### src/rtl/pipe_pkg.sv
// Shared definitions for the pipeline skid register: occupancy encoding and default widths.
package pipe_pkg;

    localparam logic [1:0] ST_EMPTY = 2'd0;
    localparam logic [1:0] ST_ONE   = 2'd1;
    localparam logic [1:0] ST_TWO   = 2'd2;

    localparam int PIPE_W      = 32;
    localparam int STALL_CNT_W = 16;

    // The encoding equals the number of occupied entries.
    typedef enum logic [1:0] {
        S_EMPTY = ST_EMPTY,
        S_ONE   = ST_ONE,
        S_TWO   = ST_TWO
    } skid_state_e;

endpackage

### src/rtl/pipe_skid_reg_reg_n.sv
// Write-enabled N-bit register with asynchronous active-low clear; holds when en=0.
module reg_n #(
    parameter int W = 32
) (
    input  logic         clk,
    input  logic         rst_n,
    input  logic         en,
    input  logic [W-1:0] d,
    output logic [W-1:0] q
);

    always_ff @(posedge clk or negedge rst_n) begin
        if (!rst_n) begin
            q <= '0;
        end else if (en) begin
            q <= d;
        end
    end

endmodule

### src/rtl/pipe_skid_reg.sv
// Two-entry skid stage register: in_ready and out_data are both registered.
// Optional stall profiling counter is enabled by defining PIPE_SKID_STALL_CNT_EN.
module pipe_skid_reg
    import pipe_pkg::*;
#(
    parameter int reg_size = PIPE_W
) (
    input  logic                clk,
    input  logic                rst,
    input  logic                flush,
    input  logic                in_valid,
    output logic                in_ready,
    input  logic [reg_size-1:0] in_data,
    output logic                out_valid,
    input  logic                out_ready,
    output logic [reg_size-1:0] out_data,
    output logic [1:0]          dbg_state
`ifdef PIPE_SKID_STALL_CNT_EN
    ,
    output logic [STALL_CNT_W-1:0] stall_cnt
`endif
);

    // Handshake: a transfer happens on a rising edge where valid and ready are both 1;
    // a producer keeps valid/data steady until it sees ready, ready never waits on valid.
    skid_state_e         state_q, state_d;
    logic                push, pop;
    logic                main_en, skid_en;
    logic [reg_size-1:0] main_d, main_q, skid_q;

    assign out_valid = (state_q != S_EMPTY);
    assign in_ready  = (state_q != S_TWO);
    assign out_data  = main_q;
    assign dbg_state = state_q;

    assign push = in_valid & in_ready;
    assign pop  = out_valid & out_ready;

    always_ff @(posedge clk or negedge rst) begin
        if (!rst) begin
            state_q <= S_EMPTY;
        end else begin
            state_q <= state_d;
        end
    end

    always_comb begin
        state_d = state_q;
        main_en = 1'b0;
        skid_en = 1'b0;
        main_d  = in_data;
        unique case (state_q)
            S_EMPTY: begin
                if (push) begin
                    main_en = 1'b1;
                    state_d = S_ONE;
                end
            end
            S_ONE: begin
                if (push && pop) begin
                    main_en = 1'b1;
                end else if (push) begin
                    skid_en = 1'b1;
                    state_d = S_TWO;
                end else if (pop) begin
                    state_d = S_EMPTY;
                end
            end
            S_TWO: begin
                if (pop) begin
                    main_en = 1'b1;
                    main_d  = skid_q;
                    state_d = S_ONE;
                end
            end
            default: state_d = S_EMPTY;
        endcase
        // Squash wins over any transfer; payload registers keep stale contents.
        if (flush) begin
            main_en = 1'b0;
            skid_en = 1'b0;
            state_d = S_EMPTY;
        end
    end

    reg_n #(.W(reg_size)) u_main (
        .clk   (clk),
        .rst_n (rst),
        .en    (main_en),
        .d     (main_d),
        .q     (main_q)
    );

    reg_n #(.W(reg_size)) u_skid (
        .clk   (clk),
        .rst_n (rst),
        .en    (skid_en),
        .d     (in_data),
        .q     (skid_q)
    );

`ifdef PIPE_SKID_STALL_CNT_EN
    always_ff @(posedge clk or negedge rst) begin
        if (!rst) begin
            stall_cnt <= '0;
        end else if (flush) begin
            stall_cnt <= '0;
        end else if (out_valid && !out_ready && (stall_cnt != {STALL_CNT_W{1'b1}})) begin
            stall_cnt <= stall_cnt + 1'b1;
        end
    end
`endif

endmodule

### config.mk
export PLATFORM = sky130hd
export DESIGN_NAME = pipe_skid_reg
export DESIGN_NICKNAME = d
export VERILOG_FILES = /design/src/rtl/pipe_pkg.sv /design/src/rtl/pipe_skid_reg_reg_n.sv /design/src/rtl/pipe_skid_reg.sv
export SDC_FILE = /design/constraint.sdc
export NUM_CORES = 1
export LEC_CHECK = 0
export ABC_CLOCK_PERIOD_IN_PS = 1700
export CAP_MARGIN = 20
export CELL_PAD_IN_SITES_DETAIL_PLACEMENT = 1
export CELL_PAD_IN_SITES_GLOBAL_PLACEMENT = 2
export CORE_MARGIN = 5
export CORE_UTILIZATION = 32
export CTS_CLUSTER_SIZE = 10
export DETAILED_ROUTE_END_ITERATION = 7
export PLACE_DENSITY = 0.82
export SETUP_SLACK_MARGIN = 0.15
export SYNTH_ARGS = -nofsm -noshare
export SYNTH_HDL_FRONTEND = slang
export SYNTH_SLANG_ARGS = --single-unit
### constraint.sdc
create_clock -name clk -period 1.7 [get_ports clk]
set_clock_uncertainty 0.05 [all_clocks]
set_input_delay 0.34 -clock clk [delete_from_list [all_inputs] [get_ports clk]]
set_output_delay 0.34 -clock clk [all_outputs]
set_load 0.01 [all_outputs]
### Yosys cells after proc, flatten, opt, wreduce, memory -nomap -nowiden

Index checks and enable logic that the tools add are counted.
W data, S select, Z words.

* $add $sub $neg: 0
* $mul: 0
* div/mod/pow operators: 0
* magnitude comparators: 0
* equal/unequal tests: 7
* shifts and indexed selects: 0
* mux-type cells: 17
* bitwise operators: 2
* reductions and logical operators: 4

Operator list (number)
* $mux W32: 2
* $mux W2: 6
* $ne A3 B3 Y1 const B: 3
* $mux W1: 7
* $pmux W2 S3: 1
* $ne A4 B4 Y1 const B: 1
* $reduce_and A4 Y1: 1
* $pmux W1 S3: 1
* $and A1 B1 Y1: 2
* $eq A2 B1 Y1 const B: 1
* $eq A2 B2 Y1 const B: 1
* $logic_not A2 Y1: 1
* $ne A2 B2 Y1 const B: 1
* $reduce_bool A2 Y1: 1
* $logic_and A1 B1 Y1: 1

* register bits: 66
* latch bits: 0
* memory bits (writable): 0
* memory bits (read-only): 0
* output and inout port bits: 36
* word-level logic and storage cells: 33
* memories: 0

### Depth between registers and ports, before layout

* depth in word-level cells: 7
* mapped depth: 5
* mapped depth without buffers: 4

### Cells and area by module

From an unflattened synthesis, not the netlist that was laid out.

* cell total of the unflattened synthesis: 186
* area, all modules: 3325.7 sq um

By module, submodules not included
* reg_n: times used 2, cells each 68, area an instance 1345.0 sq um, seq. area each 800.8 sq um
* pipe_skid_reg: times used 1, cells each 50, area an instance 635.6 sq um, seq. area each 50.0 sq um

### Least setup slack after synthesis

No wires, ideal clock.

* kind: flip-flop to flip-flop
* start point: register state_q[1] (netlist: dbg_state[1])
* end point: register u_main.q[0]
* library setup time: 125 ps
* arrival: 1479 ps
* data required time: 1525 ps
* slack: 46 ps
* cell stages (with the launch flop): 6
* path buffers: 1
* period minus slack after synthesis: 1654 ps
* cells stage by stage: dfrtp_1 > and2b_1 > nand2b_1 > a21oi_4 > buf_6 > mux2_4

* cells in the longest elaborated chain, start to end: 6
* elaborated cells on any way between the ends: 15
* classes of those cells: eq/ne: 3; mux: 7; bitwise: 2; reduce/logical: 3

Ends and longest elaborated chain
* from (decl): line pipe_skid_reg.sv:26 `skid_state_e state_q, state_d;`
* from (signal assigned): line pipe_skid_reg.sv:43 `state_q <= state_d;`
* $ne A2 B2 Y1 or $reduce_bool A2 Y1 (tied branches): line pipe_skid_reg.sv:32, pipe_skid_reg.sv:31
* $and A1 B1 Y1 (on tied branches): line pipe_skid_reg.sv:36, pipe_skid_reg.sv:37
* $logic_and A1 B1 Y1: line pipe_skid_reg.sv:60 `if (push && pop) begin`
* $mux W1: line pipe_skid_reg.sv:60
* $pmux W1 S3: line pipe_skid_reg.sv:52 `unique case (state_q)`
* $mux W1: line pipe_skid_reg.sv:79 `if (flush) begin`
* to (signal assigned): line pipe_skid_reg_reg_n.sv:14 `q <= '0;`
* to (signal assigned): line pipe_skid_reg_reg_n.sv:16 `q <= d;`
* to (decl): line pipe_skid_reg_reg_n.sv:9 `output logic [W-1:0] q`

Several ways; a longest one is shown, not always the timed one.
A chain may end at the register's enable or synchronous reset.

### Final worst setup path

* start point: register state_q[1] (netlist: dbg_state[1])
* end point: register u_main.q[7]

Same word-level chain as after synthesis.

==> impl_metrics.ini <==
[logic_synthesis]
syn_area_per_cell_um2 = 17.0
synth_edf_count = 0
syn_area_um2 = 3160
yosysTopAreaCell = dfrtp_1
synthFlopType = dfrtp_1
synthArstFlopShare_pct = 100
synth_top_area_share_pct = 52.3
ys_warn_count = 0
ys_seq_elements = 66
seq_area_frac_synth_pct = 52.3
synth_cells = 186
synth_area_leaders = dfrtp_1 (52%), mux2_4 (29%), mux2_2 (13%), buf_6 (2.1%), a21oi_4 (0.52%)
synth_fp_nets = 223
ys_types = 18

[timing]
maxSlewHeadroom_pct = 75.0
fin_crit_sh_pct = 103
finalCriticalPeriod_ps = 1760
finalSetupViolCount = 38
tns_ps = -1060
timing.hold.ws_ps = 457
worst_pin_slew_ps = 374
final-hold-violation-count = 0
rsz0062_at_grt = yes
finalMaxSlewViolations = 0
setup_ws_ps = -58.6
fmax_ghz = 0.569

[setup_path]
arrival_ps = 1920
startpoint_type = flop
cp_slowest_cell = dfrtp_1
criticalPathCategory = flop to flop
path_cells = and2b_2 -> o21ai_4 -> a21oi_4 -> buf_12 -> buf_12 -> mux2_4
slowest_delay_ps = 400
crit_fanout = 6
critPathCaptureType = flop
crit_buf_inv = 2
rrSetupSlack_ps = -60
cpLargestDelayFamily = flip-flops
cp.required_ps = 1860
crit_top_cell = buf_12

[grt]
grt_max_degree = 67
antenna_found_initial = 0
grtUsageTotal_pct = 13.8
overflow = 0
grt_pass1_vias = 2177
grt_pass1_wl_um = 12200

[detailed_routing]
ant_nets = 0
viasPerCell = 4.44
drc_errors = 0
firstDrtPassIters = 4
dr.first_iter.drc_count = 31
vias = 1940
wire_per_inst_um = 18.5
drt-total-wl_um = 8090

[place]
hpwl_um = 4590
io_buffers = 72
dpl_worst_slack_ps = -388
gp_congestion = 0.712

[cts]
clkSlewWorstSetupHoldPaths_ps = 70
cts.sink_count = 66
tritoncts = done
cts_buffers = 9
cts_root_buffer = clkbuf_8
cts_buffer_depth = 2
clkLatencyLatePin_ps = 330
htreeDepth = 3

[pwr]
vdd_drop_max_v = 0.000404
clkPwrFrac_pct = 30.3
pwr-share-comb_pct = 25.6
seq_power_share_pct = 44.0
switching_share_pct = 25.6
power_mw = 4.90
power_density_nw_per_um2 = 1010
leakage_nw = 2.32
p_switching_mw = 1.26
p_int_mw = 3.65

[die]
initial_core_util_pct = 32.6
die_h_um = 109
dieArea_um2 = 11900
die_w_um = 109
fp-row-count = 36
core_area_um2 = 9680
io_pins = 73

[final_layout]
area_growth_pct = 53.3
finalNetCount = 336
n_antenna_cell = 0
drive_gt1_share_pct = 53.6
final_util_pct = 50.0
final_common_cell = mux2_4
final_cell_mix = mux2_4 (68), dfrtp_1 (65), dlygate4sd2_1 (34), clkdlybuf4s50_1 (33), mux2_2 (28)

[job]
drv_cap = 0

[min_path]
hold_class = flop to flop

[outcome]
violations = setup timing
status = complete, but fails checks
## final cells by class
cell class	instances	area [um^2]
clock inverter	4	75.1
timing repair buffer	111	1290
fill	945	4850
tap	133	166
clock buffer	12	145
multi-input combinational	110	1500
sequential	66	1650
inverter	1	3.75
## cells in the mapped netlist, types with 3 or more instances
master,n
buf_6,6
nor2_1,3
mux2_2,36
mux2_4,60
buf_2,3
dfrtp_1,66
## layer usage
layer	routed length, um	share of wire (%)	track usage, %	vias up
met5	0	0	0	-
met4	27	0.33	3.74	0
met3	292	3.6	3.70	2
met2	4020	50	22.1	48
met1	3750	46	18.6	1001
li1	-	-	-	889
## power by group through the flow
stage / Combinational (mW) / Sequential (mW) / Clock, mW
CTS: 1.22 / 2.15 / 1.51
global placement: 1.18 / 2.17 / 0
finish: 1.26 / 2.16 / 1.49
floorplan: 0.580 / 2.21 / 0
global route: 1.34 / 2.21 / 1.60
detailed placement: 1.22 / 2.19 / 0
## worst paths after layout
path / from / end / depth (start not counted)
min in group asynchronous: rst / u_main.q[24] / 3
hold reg to reg: u_skid.q[10] / u_skid.q[10] / 1
setup reg to reg: dbg_state[1] / u_main.q[7] / 6
hold / removal: u_skid.q[10] / u_skid.q[10] / 1
setup / recovery: dbg_state[1] / u_main.q[7] / 6
max in group asynchronous: rst / u_main.q[22] / 3
## per-stage QoR
step / instances / cell area, um^2
final: 437 / 4840
after global routing: 437 / 4840
after CTS: 433 / 4720
after detailed placement: 396 / 4130
after global placement: 396 / 4130
after floorplan: 186 / 3160
## kinds of logic (layout without fill, tap and decap cells)
group	Yosys count	in the layout	synth area share [%]
AOI/OAI and AO/OA	4	4	1.27
buffers and inverters	10	128	2.74
DFF	66	66	52.3
muxes	97	97	41.7
and+or+nand+nor	9	9	1.94
## timing repair
action	CTS	global route
hold buffers	1	0
pin swaps	2	1
gates resized for setup	74	17
cloned	7	2
setup buffers	13	2
endpoints found under the setup margin	100	69
hold endpoints to repair	66	0
## registers in the layout, indices dropped and copies added, names as in the netlist
register	count
u_main.q	32
u_skid.q	32
dbg_state	2
(Power assumes the default switching activity.)
